`config.mk`:
```
export PLATFORM = sky130hd
export DESIGN_NAME = trace_matcher_flat
export DESIGN_NICKNAME = d
export VERILOG_FILES = /design/src/rtl/trace_matcher_if.sv /design/src/rtl/trace_matcher.sv /design/src/flat_wrapper.sv
export SDC_FILE = /design/constraint.sdc
export NUM_CORES = 1
export LEC_CHECK = 0
export BUFFER_PORTS_ARGS = -buffer_cell sky130_fd_sc_hd__buf_2
export CAP_MARGIN = 20
export CORE_AREA = 2 2 459 461
export DETAILED_ROUTE_END_ITERATION = 10
export DIE_AREA = 0 0 461 463
export GPL_ROUTABILITY_DRIVEN = 0
export HOLD_SLACK_MARGIN = 0.03
export PLACE_DENSITY_LB_ADDON = 0.08
export SETUP_SLACK_MARGIN = 0.4
export SYNTH_ARGS = -nofsm -noshare
export SYNTH_HDL_FRONTEND = slang
export SYNTH_SLANG_ARGS = --single-unit
```
`constraint.sdc`:
```
create_clock -name trace_clk -period 2.8 [get_ports trace_clk]
set_input_delay 0.14 -clock trace_clk [delete_from_list [all_inputs] [get_ports trace_clk]]
set_output_delay 0.14 -clock trace_clk [all_outputs]
set_load 0.01 [all_outputs]
```
`src/rtl/trace_matcher_if.sv`:
```
// Register-block <-> trace matcher bus: byte stream, rule settings and match results.
interface trace_matcher_if #(
  parameter int pBUFFER_SIZE = 64,
  parameter int pMATCH_RULES = 8
);
  logic [7:0]                           I_data;
  logic                                 I_data_valid;
  logic [pMATCH_RULES*pBUFFER_SIZE-1:0] I_patterns;
  logic [pMATCH_RULES*pBUFFER_SIZE-1:0] I_masks;
  logic [pMATCH_RULES-1:0]              I_pattern_enable;
  logic [pMATCH_RULES-1:0]              I_pattern_trig_enable;
  logic                                 I_reset_sync;
  logic                                 I_clear_counts;
  logic                                 O_synchronized;
  logic [pMATCH_RULES-1:0]              O_match;
  logic                                 O_trigger;
  logic [pMATCH_RULES*8-1:0]            O_counts;
  logic [pBUFFER_SIZE-1:0]              O_matched_data;

  modport master (
    output I_data, I_data_valid, I_patterns, I_masks, I_pattern_enable,
           I_pattern_trig_enable, I_reset_sync, I_clear_counts,
    input  O_synchronized, O_match, O_trigger, O_counts, O_matched_data
  );

  modport slave (
    input  I_data, I_data_valid, I_patterns, I_masks, I_pattern_enable,
           I_pattern_trig_enable, I_reset_sync, I_clear_counts,
    output O_synchronized, O_match, O_trigger, O_counts, O_matched_data
  );
endinterface

```
`src/rtl/trace_matcher.sv`:
```
// TPIU frame-sync tracker plus sliding byte window compared against masked rules;
// per-rule saturating counters, last matched window and a trigger pulse.
module trace_matcher #(
  parameter int pBUFFER_SIZE = 64,
  parameter int pMATCH_RULES = 8
) (
  input  logic           trace_clk,
  input  logic           reset_n,
  trace_matcher_if.slave bus
);
  localparam int DEPTH = pBUFFER_SIZE / 8;
  localparam int FW    = $clog2(DEPTH + 1);

  typedef enum logic {UNSYNC, SYNCED} state_t;

  state_t                  state, state_nx;
  // only the three bytes preceding the current one matter for sync detection
  logic [23:0]             sync_hist;
  logic [pBUFFER_SIZE-1:0] window, win_nx, md_q;
  logic [FW-1:0]           fill;
  logic [pMATCH_RULES-1:0] hit, match_q;
  logic                    trig_q, is_sync, byte_ev, eval;

  assign is_sync = bus.I_data_valid && !bus.I_reset_sync &&
                   ({sync_hist, bus.I_data} == 32'hFFFF_FF7F);
  assign byte_ev = bus.I_data_valid && !bus.I_reset_sync && !is_sync && (state == SYNCED);
  assign win_nx  = {window[pBUFFER_SIZE-9:0], bus.I_data};
  // window is full once this byte lands, i.e. fill already holds DEPTH-1 or more
  assign eval    = byte_ev && (fill >= FW'(DEPTH - 1));

  always_comb begin
    state_nx = state;
    if (bus.I_reset_sync)
      state_nx = UNSYNC;
    else if (is_sync)
      state_nx = SYNCED;
  end

  always_ff @(posedge trace_clk) begin
    if (!reset_n) state <= UNSYNC;
    else          state <= state_nx;
  end

  always_ff @(posedge trace_clk) begin
    if (!reset_n) begin
      sync_hist <= '0;
      window    <= '0;
      fill      <= '0;
      match_q   <= '0;
      trig_q    <= 1'b0;
      md_q      <= '0;
    end else begin
      match_q <= hit;
      trig_q  <= |(hit & bus.I_pattern_trig_enable);
      if (|hit) md_q <= win_nx;
      if (bus.I_reset_sync) begin
        sync_hist <= '0;
        window    <= '0;
        fill      <= '0;
      end else if (bus.I_data_valid) begin
        sync_hist <= {sync_hist[15:0], bus.I_data};
        if (is_sync) begin
          window <= '0;
          fill   <= '0;
        end else if (state == SYNCED) begin
          window <= win_nx;
          if (fill != FW'(DEPTH)) fill <= fill + FW'(1);
        end
      end
    end
  end

  for (genvar r = 0; r < pMATCH_RULES; r++) begin : g_rule
    logic [pBUFFER_SIZE-1:0] pat, msk;
    logic [7:0]              cnt_q;

    assign pat    = bus.I_patterns[r*pBUFFER_SIZE +: pBUFFER_SIZE];
    assign msk    = bus.I_masks[r*pBUFFER_SIZE +: pBUFFER_SIZE];
    assign hit[r] = eval && bus.I_pattern_enable[r] && (((win_nx ^ pat) & msk) == '0);

    // clear wins over a same-cycle increment
    always_ff @(posedge trace_clk) begin
      if (!reset_n)                       cnt_q <= '0;
      else if (bus.I_clear_counts)        cnt_q <= '0;
      else if (hit[r] && cnt_q != 8'hFF)  cnt_q <= cnt_q + 8'd1;
    end

    assign bus.O_counts[r*8 +: 8] = cnt_q;
  end

  assign bus.O_synchronized = (state == SYNCED);
  assign bus.O_match        = match_q;
  assign bus.O_trigger      = trig_q;
  assign bus.O_matched_data = md_q;
endmodule

```
`src/flat_wrapper.sv`:
```
// flat-port wrapper written by rule: the top's interface ports become plain ports
module trace_matcher_flat 
#(
  parameter int pBUFFER_SIZE = 64,
  parameter int pMATCH_RULES = 8
)
  (trace_clk, reset_n, bus_I_data, bus_I_data_valid, bus_I_patterns, bus_I_masks, bus_I_pattern_enable, bus_I_pattern_trig_enable, bus_I_reset_sync, bus_I_clear_counts, bus_O_synchronized, bus_O_match, bus_O_trigger, bus_O_counts, bus_O_matched_data);
  trace_matcher_if #(.pBUFFER_SIZE(pBUFFER_SIZE), .pMATCH_RULES(pMATCH_RULES)) bus_i ();
  input  logic trace_clk;
  input  logic reset_n;
  input wire logic [$bits(bus_i.I_data)-1:0] bus_I_data;
  input wire logic [$bits(bus_i.I_data_valid)-1:0] bus_I_data_valid;
  input wire logic [$bits(bus_i.I_patterns)-1:0] bus_I_patterns;
  input wire logic [$bits(bus_i.I_masks)-1:0] bus_I_masks;
  input wire logic [$bits(bus_i.I_pattern_enable)-1:0] bus_I_pattern_enable;
  input wire logic [$bits(bus_i.I_pattern_trig_enable)-1:0] bus_I_pattern_trig_enable;
  input wire logic [$bits(bus_i.I_reset_sync)-1:0] bus_I_reset_sync;
  input wire logic [$bits(bus_i.I_clear_counts)-1:0] bus_I_clear_counts;
  output wire logic [$bits(bus_i.O_synchronized)-1:0] bus_O_synchronized;
  output wire logic [$bits(bus_i.O_match)-1:0] bus_O_match;
  output wire logic [$bits(bus_i.O_trigger)-1:0] bus_O_trigger;
  output wire logic [$bits(bus_i.O_counts)-1:0] bus_O_counts;
  output wire logic [$bits(bus_i.O_matched_data)-1:0] bus_O_matched_data;
  assign bus_i.I_data = bus_I_data;
  assign bus_i.I_data_valid = bus_I_data_valid;
  assign bus_i.I_patterns = bus_I_patterns;
  assign bus_i.I_masks = bus_I_masks;
  assign bus_i.I_pattern_enable = bus_I_pattern_enable;
  assign bus_i.I_pattern_trig_enable = bus_I_pattern_trig_enable;
  assign bus_i.I_reset_sync = bus_I_reset_sync;
  assign bus_i.I_clear_counts = bus_I_clear_counts;
  assign bus_O_synchronized = bus_i.O_synchronized;
  assign bus_O_match = bus_i.O_match;
  assign bus_O_trigger = bus_i.O_trigger;
  assign bus_O_counts = bus_i.O_counts;
  assign bus_O_matched_data = bus_i.O_matched_data;
  trace_matcher #(.pBUFFER_SIZE(pBUFFER_SIZE), .pMATCH_RULES(pMATCH_RULES)) u_core (.trace_clk(trace_clk), .reset_n(reset_n), .bus(bus_i));
endmodule
```
# After elaboration in Yosys (flattened, before gate mapping)

Cells that the tools add are included.

Register bits after elaboration: 222
Bits of input ports: 1053
Output and inout bits: 138
Logic and storage cells: 105

Add/sub/neg operators: 9
$lt $le $gt $ge: 1
Equality and inequality tests: 10
Multiplexer cells: 5
Bitwise operators: 18
Reductions and logical operators: 47

Operators with widths:

| operator             | count |
|---|---|
| $and 64x64->64       | 8 |
| $logic_not 64->1     | 8 |
| $xor 64x64->64       | 8 |
| $mux 56              | 2 |
| $add 8x1->8 const B  | 8 |
| $ne 8x8->1 const B   | 8 |
| $eq 32x32->1 const B | 1 |
| $logic_and 1x1->1    | 29 |
| $reduce_or 8->1      | 2 |
| $mux 4               | 3 |
| $and 8x8->8          | 1 |
| $add 4x1->4 const B  | 1 |
| $ge 4x3->1 const B   | 1 |
| $ne 4x4->1 const B   | 1 |
| $reduce_bool 2->1    | 2 |
| $reduce_or 2->1      | 2 |
| $reduce_and 3->1     | 1 |
| $logic_not 1->1      | 2 |
| $reduce_and 2->1     | 1 |
| $not 1->1            | 1 |

# Longest topological paths before layout

Gate-level depths: netlist of the first run.

Word-level depth: 11
Gate-level depth with buffers: 11
Depth with buffers taken out: 8

# Worst setup path after synthesis of the first run

OpenSTA, ideal clock, no wires.

Kind: register -> register
Start point: register u_core.window[0]
End point: register u_core.md_q[10] (netlist: u_core.bus.O_matched_data[10])
Library setup time: 0.132 ns
Data arrival time: 2.145 ns
Required time: 2.668 ns
Setup slack: 0.522 ns
Cell stages (with the launch flop): 12
Buffers on the path: 3
Clock period less this slack: 2.278 ns
Cell sequence: dfxtp_1 > buf_6 > xor2_1 > a222oi_1 > nand3_1 > nor4_4 > nand3_1 > and4_1 > buf_2 > buf_2 > nand3_1 > a21oi_1

Cells in the longest elaborated chain, start to end: 5
Elaborated cells on any way between the ends: 33
Those cells by class: bitwise (16); reduce/logical (17)

RTL lines:

| element                | RTL line            | text |
|---|---|---|
| from (decl)            | trace_matcher.sv:19 | `logic [pBUFFER_SIZE-1:0] window, win_nx, md_q;` |
| from (signal assigned) | trace_matcher.sv:66 | `window <= win_nx;` |
| $xor 64x64->64         | trace_matcher.sv:79 | `assign hit[r] = eval && bus.I_pattern_enable[r] && (((win_nx ^ pat) & msk) == '0);` |
| $and 64x64->64         | trace_matcher.sv:79 |  |
| $logic_not 64->1       | trace_matcher.sv:79 |  |
| $logic_and 1x1->1      | trace_matcher.sv:79 |  |
| $reduce_or 8->1 *      | trace_matcher.sv:55 | `if (\|hit) md_q <= win_nx;` |
| to (signal assigned)   | trace_matcher.sv:55 |  |
| to (decl)              | trace_matcher.sv:19 |  |

Mark *: on every way between the ends. The rest lies on a longest branch, timed or not.
A chain may end at the register's enable or synchronous reset.

# Worst setup path in the final report of the first run

Start point: register u_core.window[37]
End point: register u_core.md_q[9] (netlist: u_core.bus.O_matched_data[9])

The elaborated chain is that of the path after synthesis.

==> results.md, run 1 <==
* Clock transition at path regs at about 0.060 ns
* Synthesized area at ~16000 um^2
* Internal at roughly 7.4 mW
* Routed Antenna Nets at 0
* CP max stage cell: nor4_4
* Die width at approximately 460 um
* Shortest period the worst path allows at 3.17 ns
* DP Wirelength at 219 mm
* Vias per cell at 3.63
* Final net count at 4644
* Reg2reg start: u_core.window[37]
* Clock power frac at 49.6%
* Most frequent cells in the layout: buf_2 (1190), xor2_1 (493), buf_4 (261)
* Area of the multi-input gates at 12900 um^2
* Highest clock rate at 315 MHz
* VDD IR max at 334 uV
* CP Launch Type: flip-flop
* H-tree levels at 2
* Worst slew pin tran at 0.721 ns
* Share of cells above drive strength 1 at 57.4%
* Deepest clock path buffer count at 3
* Most used DFF post-synth: dfxtp_1
* Placed inst area at 29200 um^2
* Min-Delay Endpoint: u_core.sync_hist[4]
* Final Instance Area at 34800 um^2
* CTS root buffer: clkbuf_16
* First-pass GRT wire length at 300 mm
* Reg power frac at just under 30%
* Synth unique cells at between 40 and 50
* Skew-Pair Late Insertion Delay at 0.62 ns
* RSZ-0062 raised after global routing: yes
* Gr ovfl total at 0
* Layout overhead on the synthesized area at 114%
* CTS buffer count at 38
* Vias in the first global route at 24142
* Fin Setup TNS at -25.92 ns
* Clock sink count at roughly 220
* Post-synth EDFFs at 0
* Status: finished with violations
* Net Sw Frac at 30.9%
* Max-slew violations at 0
* Initial core utilization at roughly 7.8%
* Via count at ~23000
* Yosys reg bits at ~220
* Die area at 213000 um^2
* Cell Rows at 168
* Register-to-Register Path Depth at 13
* Initial DRC Count at approximately 1500
* Required @ worst endpoint at 3.29 ns
* CP cell instances: buf_6, xor2_1, a22oi_1, nand4_1, buf_4, nor4_4, nand4_1, buf_6, buf_4, and4_4, buf_12, nand3_1, a21oi_1
* Failing checks: setup timing
* Worst R2R End: u_core.bus.O_matched_data[9]
* Power per cell area at a little over 300 nW/um^2
* Critical path class: flip-flop to flip-flop
* IO Pins at roughly 1200
* PortBufs at about 1200
* Post-synthesis sequential area ratio at 27.4%
* Worst hold path class: input pin to flip-flop
* Leak Pwr at 15.8 nW
* Setup-failing EPs final at 115
* Fillers at 23932
* Drt drc at 0
* Final worst slack at -0.373 ns
* DR WL/cell at 38.8 um
* Skew final at between 0.04 and 0.05 ns
* Hold_ws at 0.0592 ns
* Core ar. at 209000 um^2
* Reg-to-reg setup timing slack at -0.37 ns
* Pwr Total at 10.8 mW
* Total wire length at 251 mm
* Mapped Nets at slightly above 3000
* Peak fanout along the critical path at 19
* Worst hold path cell count at 4
* CTS tree: built
* TritonRoute pass-1 iters at 5
* Initial antenna violation count at between 200 and 300
* Critical path arrival at 3.67 ns
* Largest net degree at the start of global routing at 49
* CP Capture Type: flip-flop
* Net switching power at 3.33 mW
* Slew HR at 51.9%
* Final worst-path cycle share at 113%
* Min-delay src: bus_I_data[4]
* Syn. warnings at 0
* Gr usage total at 22.5%
* Fraction of registers with async set or reset after synthesis at 0%
* Storage element area at 4560 um^2
* Worst stage delay on the critical path at ~0.53 ns
* Final Util at 16.7%
* Most common cell after layout, fill and taps aside: buf_2
* Logic gate share of total power at 21.2%
* Final hold vios at 0
* Die height at between 400 and 500 um
* Syn Inst Count at 1971
* Synth Area per Inst at a little over 8 um^2
* # Max-Cap Violations at 0
-- worst max-delay path by stage --
| stage | startpoint | depth (start not counted) | to | slack [ns] |
|---|---|---|---|---|
| after floorplan | u_core.window[0] | 11 | u_core.bus.O_matched_data[10] | 0.52 |
| after global placement | bus_I_data[6] | 15 | u_core.g_rule[2].cnt_q[7] | -1.37 |
| after detailed placement | u_core.window[41] | 13 | u_core.bus.O_matched_data[62] | -0.91 |
| after CTS | u_core.window[27] | 15 | u_core.bus.O_matched_data[0] | -0.37 |
| after global routing | u_core.window[43] | 16 | u_core.bus.O_matched_data[17] | -0.41 |
| final | u_core.window[37] | 13 | u_core.bus.O_matched_data[9] | -0.37 |
-- final cells by class --
| class | count | area share (%) |
|---|---|---|
| multi-input cells | 1592 | 37.2 |
| repair buffers | 1709 | 35.3 |
| flip-flops and latches | 222 | 13.1 |
| well taps | 2805 | 10.1 |
| clock buffers | 48 | 2.99 |
| clock inverters | 18 | 0.835 |
| diodes | 40 | 0.288 |
| inverters | 18 | 0.201 |
-- through the flow --
step	setup WS (ns)	instances
finish	-0.373	6452
CTS	-0.372	6362
global placement	-1.37	6215
global route	-0.406	6423
detailed placement	-0.910	6215
floorplan	0.522	1971
-- kinds of logic (layout without fill, tap and decap cells) --
group	after synthesis	count (layout)	share of synthesized area, %
simple gates	522	522	16.5
mux	28	28	1.73
flops	222	222	27.4
compound gates	471	471	18.7
other cells	0	40	0
fa+ha+maj	10	10	0.771
buf+inv	157	1793	4.60
xor+xnor	561	561	30.3
-- cells in the mapped netlist (2+ instances only) --
cell type / instances / area (um^2)
xor2_1: 517 / 4530
a22oi_1: 236 / 1770
dfxtp_1: 222 / 4440
nand3_1: 159 / 796
a21oi_1: 136 / 681
nor2_1: 108 / 405
nand2_1: 95 / 357
buf_2: 83 / 415
nand4_1: 73 / 457
o21ai_0: 48 / 240
xnor2_1: 44 / 385
clkbuf_1: 41 / 154
mux2i_1: 28 / 280
o21ai_1: 28 / 140
nor4_1: 21 / 131
nor3_1: 19 / 95.1
inv_1: 18 / 67.6
ha_1: 10 / 125
a222oi_1: 8 / 80.1
and3_1: 8 / 50.1
buf_4: 8 / 60.1
nor4_2: 6 / 75.1
or3_1: 6 / 37.5
nand2b_1: 5 / 31.3
nor3b_1: 5 / 37.5
a221oi_1: 4 / 35.0
buf_1: 4 / 15.0
buf_6: 3 / 33.8
nor4_4: 3 / 63.8
a22o_1: 2 / 17.5
and4_1: 2 / 17.5
nand3b_1: 2 / 15.0
nand4_2: 2 / 25.0
nand4b_1: 2 / 17.5
o22ai_1: 2 / 12.5
-- metal layers --
layer	track usage [%]	vias up	wire, um
met5	0	-	709
met4	2.61	110	4320
met3	6.51	405	19400
met2	39.3	1257	121000
met1	27.8	11281	105000
li1	-	10358	-
-- sequential cells by signal, indices dropped and copies added, names as in the netlist --
signal / flops
u_core.bus.O_synchronized: 1
u_core.bus.O_match: 8
u_core.fill: 4
u_core.bus.O_matched_data: 64
u_core.sync_hist: 24
u_core.g_rule.cnt_q: 64
u_core.window: 56
u_core.bus.O_trigger: 1
-- power by group through the flow --
stage	clock, mW	combinational [mW]	sequential (mW)
4_1_cts	5.57	2.32	3.15
2_1_floorplan	0	0.582	3.24
5_1_grt	5.65	2.42	3.15
6_report	5.34	2.29	3.15
3_3_place_gp	0	2.25	3.23
3_5_place_dp	0	2.24	3.23
-- critical path, delay by kind of cell (launching register included) --
| kind | cells | cell delay, ns |
|---|---|---|
| AND/OR/NAND/NOR | 5 | 1.26 |
| buffers and inverters | 5 | 0.86 |
| AO/OA/AOI/OAI | 2 | 0.35 |
| flip-flops | 1 | 0.35 |
| XOR/XNOR | 1 | 0.18 |
-- repair_timing --
action | 4_1_cts | 5_1_grt
pin swaps | 150 | 135
gates cloned | 7 | 12
endpoints found under the hold margin | 1 | 0
buffers inserted | 68 | 34
resized for setup | 368 | 187
hold buffers | 6 | 0
setup endpoints to repair | 157 | 154
Note: power is estimated with default switching activity, not from simulation.
==> run 2: changes to the inputs <==
Settings changed: ABC_AREA from default to 1, CORE_AREA 2 2 459 461 to 2 2 457 459, DIE_AREA 0 0 461 463 to 0 0 459 461, REMOVE_ABC_BUFFERS from default to 1.
==> results.md, run 2 <==
* Most frequent cells in the layout: nand2_1 (1547), buf_2 (1189), nor2_1 (500)
* Reg2reg start: u_core.window[19]
* First-pass GRT wire length at 380 mm (+27%)
* Worst hold path class: input pin to flip-flop
* Peak fanout along the critical path at 7 (-12)
* Cell Rows at 167 (-0.60%)
* Reg-to-reg setup timing slack at 0.04 ns (+0.41 ns)
* Layout overhead on the synthesized area at 101%
* Die height at 461 um (-0.43%)
* Final worst slack at 0.0410 ns (+0.414 ns)
* Required @ worst endpoint at 3.32 ns (+0.03 ns)
* Area leader, netlist: nand2_1
* Most frequent CP cell: nor2_4
* CP Launch Type: flip-flop
* CP bufs+invs at 5 (unchanged)
* DR WL/cell at 33.9 um (-13%)
* Die width at 459 um (-0.43%)
* Critical path class: flip-flop to flip-flop
* Vias per cell at 4.21 (+16%)
* Status: finished clean
* Pwr Total at 12.1 mW (+13%)
* Worst hold path cell count at 4 (unchanged)
* CTS buffer count at 38 (unchanged)
* Leak Pwr at 23.4 nW (+48%)
* Worst R2R End: u_core.bus.O_matched_data[52]
* Fraction of registers with async set or reset after synthesis at 0% (unchanged)
* Core ar. at 206000 um^2 (-1.0%)
* Synth Area per Inst at 5.24 um^2 (-36%)
* Clock power frac at 41.4% (-8.2 points)
* Routed Antenna Nets at 0 (unchanged)
* CTS tree: built
* CTS root buffer: clkbuf_16
* Syn. warnings at 0 (unchanged)
* IO Pins at 1191 (unchanged)
* Net switching power at 4.48 mW (+34%)
* Most used DFF post-synth: dfxtp_1
* Gr ovfl total at 0 (unchanged)
* Synth area leaders: nand2_1 (27%), dfxtp_1 (19%), nand3_1 (13%)
* Worst slew pin tran at 0.660 ns (-0.0610 ns)
* Max-slew violations at 0 (unchanged)
* Yosys reg bits at 222 (unchanged)
* Skew final at 0.0456 ns (+0.00470 ns)
* Initial antenna violation count at 252 (unchanged)
* Via count at 38425 (+64%)
* Worst path depth at 18 (+5)
* Pre-CTS setup slack at -0.958 ns (-0.0479 ns)
* Clock sink count at 222 (unchanged)
* Vias in the first global route at 35966 (+49%)
* CP cell instances: buf_12, buf_4, or2_2, nand3_4, nand2_1, nor2_1, nand2_1, nor2_2, nand3_2, nor2_4, nor2_4, buf_6, nand2_8, nor2_8, buf_12, buf_16, nor2_4, nor2_2
* Setup-failing EPs final at 0 (-100%)
* Crit-path leading delay family: simple AND/OR/NAND/NOR gates
* Initial core utilization at 11.1% (+3.3 points)
* Final Instance Area at 46100 um^2 (+33%)
* Critical Path Source: u_core.window[19]
* Skew-Pair Late Insertion Delay at 0.64 ns (+0.02 ns)
* Reg power frac at 25.9% (-3.3 points)
* Hold_ws at 0.0979 ns (+0.0387 ns)
* Final hold vios at 0 (unchanged)
* Drt drc at 0 (unchanged)
* Synth unique cells at 37 (-23%)
* Slew HR at 55.8% (+3.9 points)
* Syn Inst Count at 4375 (+120%)
* Critical path arrival at 3.27 ns (-0.40 ns)
* Register-to-Register Path Depth at 18 (+5)
* Critical Path Sink: u_core.bus.O_matched_data[52]
* Synth top area share at 26.6% (-1.3 points)
* Most common cell after layout, fill and taps aside: nand2_1
* Die area at 212000 um^2 (-0.86%)
* Worst stage delay on the critical path at 0.33 ns (-0.20 ns)
* Cell with the most instances after synthesis: nand2_1
* Post-synthesis sequential area ratio at 19.4% (-8.0 points)
* Placed inst area at 38900 um^2 (+33%)
* H-tree levels at 2 (unchanged)
* Initial DRC Count at 3240 (+120%)
* Total wire length at 309 mm (+23%)
* Final worst-path cycle share at 98.5% (-15 points)
* Final net count at 7389 (+59%)
* Clock transition at path regs at 0.06 ns (about the same)
* CP Capture Type: flip-flop
* Gr usage total at 27.9% (+5.4 points)
* Post-synth top cells: nand2_1 (1623), nor2_1 (643), nand3_1 (591), inv_1 (468), or2_2 (242)
* Share of cells above drive strength 1 at 46.3% (-11 points)
* CP max stage cell: dfxtp_2
* Largest net degree at the start of global routing at 57 (+16%)
* Internal at 7.67 mW (+3.0%)
* Net Sw Frac at 36.9% (+5.9 points)
* Shortest period the worst path allows at 2.76 ns (-0.414 ns)
* VDD IR max at 424 uV (+27%)
* DP Wirelength at 269 mm (+23%)
* Post-synth EDFFs at 0 (unchanged)
* Min-delay src: bus_I_data[0]
* TritonRoute pass-1 iters at 6 (+1)
* RSZ-0062 raised after global routing: yes
* Synthesized area at 22900 um^2 (+41%)
* Logic gate share of total power at 32.7% (+12 points)
* Deepest clock path buffer count at 3 (unchanged)
* Power per cell area at 263 nW/um^2 (-15%)
* Highest clock rate at 362 MHz (+15%)
* Fin Setup TNS at 0 ns (+25.92 ns)
* # Max-Cap Violations at 0 (unchanged)
* PortBufs at 1190 (unchanged)
run 2: changes by cell type after synthesis, sizes merged, moves of 185 or more:
cell / delta
nand3: +433
nor2: +545
or2: +248
nand2: +1532
a22oi: -185
xor2: -498
inv: +455
run 2: final cells by class:
cell class              instances  area, um^2
repair buffers               2045       16000
fillers                     23857      160000
inverters                     477        1860
clock buffers                  48        1020
diodes                         73         183
multi-input cells            3542       18900
clock inverters                18         201
well taps                    2704        3380
flip-flops and latches        222        4600
run 2: kinds of logic after synthesis:
logic type / Yosys count / share of synthesized area [%]
flip-flops: 222 / 19.4
adder cells (fa/ha/maj): 10 / 0.546
buffers and inverters: 611 / 11.4
AO/OA/AOI/OAI: 170 / 4.37
AND/OR/NAND/NOR: 3329 / 63.0
XOR/XNOR: 33 / 1.26
run 2: layer usage:
metal  vias to the layer above  wire [um]  track usage, %
li1                      17834          -               -
met1                     18169     131000            34.6
met2                      1857     150000            48.9
met3                       473      17500            4.95
met4                        92      10300            7.87
met5                         -        596               0
run 2: per-stage QoR:
| stage | cells | util, % |
|---|---|---|
| 6_report | 9129 | 22.3 |
| 5_1_grt | 9088 | 22.3 |
| 4_1_cts | 9013 | 21.0 |
| 3_5_place_dp | 8825 | 18.8 |
| 3_3_place_gp | 8825 | 18.8 |
| 2_1_floorplan | 4241 | - |
run 2: power by group through the flow:
stage                     Clock, mW  Sequential (mW)  Combinational (mW)
final                          5.03             3.14                3.97
after global routing           5.30             3.14                4.24
after CTS                      5.26             3.15                3.82
after detailed placement          0             3.24                3.65
after global placement            0             3.24                3.65
after floorplan                   0             3.24                1.18
run 2: how the worst min path moves through the flow:
stage	end	slack (ns)
after floorplan	u_core.sync_hist[0]	0.23
after global placement	u_core.sync_hist[21]	0.45
after detailed placement	u_core.sync_hist[21]	0.46
after CTS	u_core.bus.O_trigger	0.04
after global routing	u_core.window[2]	0.08
final	u_core.sync_hist[0]	0.1
run 2: timing repair:
| action | in CTS | in global routing |
|---|---|---|
| setup buffers | 94 | 34 |
| gates resized for setup | 496 | 493 |
| setup endpoints to repair | 138 | 184 |
| gates cloned | 10 | 9 |
| endpoints found under the hold margin | 37 | 0 |
| hold buffers | 18 | 0 |
| pin swaps | 129 | 164 |
run 2: worst reg2reg max path, cell delays in order (launching register included):
cell	delay, ns
dfxtp_2	0.33
buf_12	0.15
buf_4	0.16
or2_2	0.31
nand3_4	0.07
nand2_1	0.06
nor2_1	0.14
nand2_1	0.09
nor2_2	0.12
nand3_2	0.11
nor2_4	0.20
nor2_4	0.08
buf_6	0.13
nand2_8	0.08
nor2_8	0.07
buf_12	0.15
buf_16	0.20
nor2_4	0.15
nor2_2	0.04
==> run 3: changes to the inputs <==
Clock period 2.8 ns to 2.3 ns, I/O delays scaled along.
==> results.md, run 3 (same netlist as run 2, synthesis figures left out) <==
* DP Wirelength at 271 mm (+0.84%)
* Slew HR at 54.9% (-0.98 points)
* PortBufs at 1190 (unchanged)
* TritonRoute pass-1 iters at 6 (unchanged)
* Final worst-path cycle share at 120% (+22 points)
* Met3 WL post-DR at 18.2 mm (+3.9%)
* Vias in the first global route at 36639 (+1.9%)
* Highest clock rate at 361 MHz (-0.41%)
* Logic gate share of total power at 32.2% (-0.5 points)
* Max-slew violations at 0 (unchanged)
* Pwr Total at 16.2 mW (+34%)
* Die area at 212000 um^2 (unchanged)
* WL met2 at 148 mm (-1.5%)
* Routed Antenna Nets at 0 (unchanged)
* H-tree levels at 2 (unchanged)
* VDD IR max at 424 uV (about the same)
* Net Sw Frac at 35.6% (-1.3 points)
* CTS root buffer: clkbuf_16
* Final worst slack at -0.470 ns (-0.511 ns)
* Initial core utilization at 11.1% (unchanged)
* # Max-Cap Violations at 0 (unchanged)
* Failing checks: setup timing
* Metal-1 WL at 133 mm (+1.7%)
* Final hold vios at 0 (unchanged)
* Skew-Pair Late Insertion Delay at 0.67 ns (+0.03 ns)
* Skew final at 0.0530 ns (+0.00740 ns)
* Worst hold path class: input pin to flip-flop
* Shortest period the worst path allows at 2.77 ns (+0.0112 ns)
* Most frequent cells in the layout: nand2_1 (1482), buf_2 (1189), buf_4 (572)
* Final Util at 23.7% (+1.4 points)
* Die height at 461 um (unchanged)
* Required @ worst endpoint at 2.88 ns (-0.44 ns)
* RSZ-0062 raised after global routing: yes
* Clock power frac at 44.3% (+2.9 points)
* Via count at 38980 (+1.4%)
* Most common cell after layout, fill and taps aside: nand2_1
* Gr usage total at 27.9% (+0.043 points)
* CP Capture Type: flip-flop
* Leak Pwr at 24.4 nW (+4.4%)
* Uppermost layer routed: met5
* Final Instance Area at 49000 um^2 (+6.3%)
* Gr ovfl total at 0 (unchanged)
* Share of cells above drive strength 1 at 50.4% (+4.2 points)
* Clock transition at path regs at 0.06 ns (about the same)
* Deepest clock path buffer count at 3 (unchanged)
* IO Pins at 1191 (unchanged)
* Drt drc at 0 (unchanged)
* Setup-failing EPs final at 118 (+118)
* Status: finished with violations
* CTS tree: built
* Largest net degree at the start of global routing at 40 (-30%)
* Peak fanout along the critical path at 8 (+1)
* Reg power frac at 23.6% (-2.3 points)
* Internal at 10.4 mW (+36%)
* Clock sink count at 222 (unchanged)
* DR WL/cell at 33.5 um (-1.1%)
* Vias per cell at 4.20 (-0.26%)
* Critical path arrival at 3.35 ns (+0.08 ns)
* Critical path class: flip-flop to flip-flop
* Worst slew pin tran at 0.677 ns (+0.0165 ns)
* Layout overhead on the synthesized area at 114%
* Final net count at 7539 (+2.0%)
* Cell Rows at 167 (unchanged)
* Pre-CTS setup slack at -1.43 ns (-0.475 ns)
* Power per cell area at 331 nW/um^2 (+26%)
* Die width at 459 um (unchanged)
* Initial antenna violation count at 233 (-7.5%)
* Core ar. at 206000 um^2 (unchanged)
* Initial DRC Count at 2980 (-8.0%)
* Total wire length at 311 mm (+0.58%)
* CP Launch Type: flip-flop
* Placed inst area at 40600 um^2 (+4.4%)
* First-pass GRT wire length at 381 mm (+0.25%)
* Net switching power at 5.77 mW (+29%)
* CTS buffer count at 40 (+5.3%)
[run 3: power groups by stage]
stage / Sequential (mW) / Combinational [mW] / Clock (mW)
after CTS: 3.84 / 4.83 / 7.44
after global placement: 3.95 / 4.66 / 0
after global routing: 3.82 / 5.55 / 7.54
after detailed placement: 3.95 / 4.65 / 0
final: 3.82 / 5.22 / 7.18
after floorplan: 3.95 / 1.44 / 0
[run 3: stage by stage]
stage,std cells,TNS [ns],hold WS (ns)
6_report,9285,-35.38,0.0548
5_1_grt,9241,-44.86,0.0727
4_1_cts,9135,-43.60,0.0311
3_5_place_dp,8994,-126.32,0.456
3_3_place_gp,8994,-127.64,0.450
2_1_floorplan,4241,-25.74,0.205
[run 3: path summary, 6_finish.rpt]
| check | start | end | slack, ns | cells past startpoint |
|---|---|---|---|---|
| worst max-delay path | u_core.window[44] | u_core.bus.O_matched_data[26] | -0.47 | 18 |
| worst min-delay path | bus_I_clear_counts | u_core.g_rule[7].cnt_q[4] | 0.05 | 4 |
| worst max register to register | u_core.window[44] | u_core.bus.O_matched_data[26] | -0.47 | 18 |
| worst min register to register | u_core.sync_hist[16] | u_core.sync_hist[16] | 0.46 | 2 |
[run 3: critical path, cell delays in order (launching register included)]
cell	delay (ns)
dfxtp_2	0.35
buf_12	0.14
buf_8	0.13
buf_12	0.11
nor2_1	0.04
nand3b_1	0.27
nand2_1	0.14
nor2_1	0.05
nand2_1	0.06
nor2_2	0.05
nand3_2	0.07
nor2_4	0.06
nor2_4	0.32
nand2_4	0.13
nor2_8	0.16
buf_12	0.20
clkbuf_16	0.21
nor2_1	0.05
nor2_1	0.09
[run 3: repair_timing]
item,in CTS,in global routing
hold buffers,19,0
gates resized for setup,362,922
pin swaps,59,315
endpoints found under the setup margin,194,198
setup buffers,43,63
cloned,5,14
endpoints found under the hold margin,44,0
[run 3: layout make-up]
class / instances / area [um^2]
fill: 23645 / 157000
multi-input combinational: 3542 / 19900
timing repair buffer: 2193 / 17500
sequential: 222 / 4600
tap: 2704 / 3380
inverter: 477 / 1880
clock buffer: 53 / 1170
clock inverter: 21 / 330
antenna: 73 / 183
[run 3: per-layer routing]
layer / vias up / GRT usage [%]
li1: 18150 / -
met1: 18524 / 35.5
met2: 1780 / 48.6
met3: 460 / 4.47
met4: 66 / 7.21
met5: - / 0
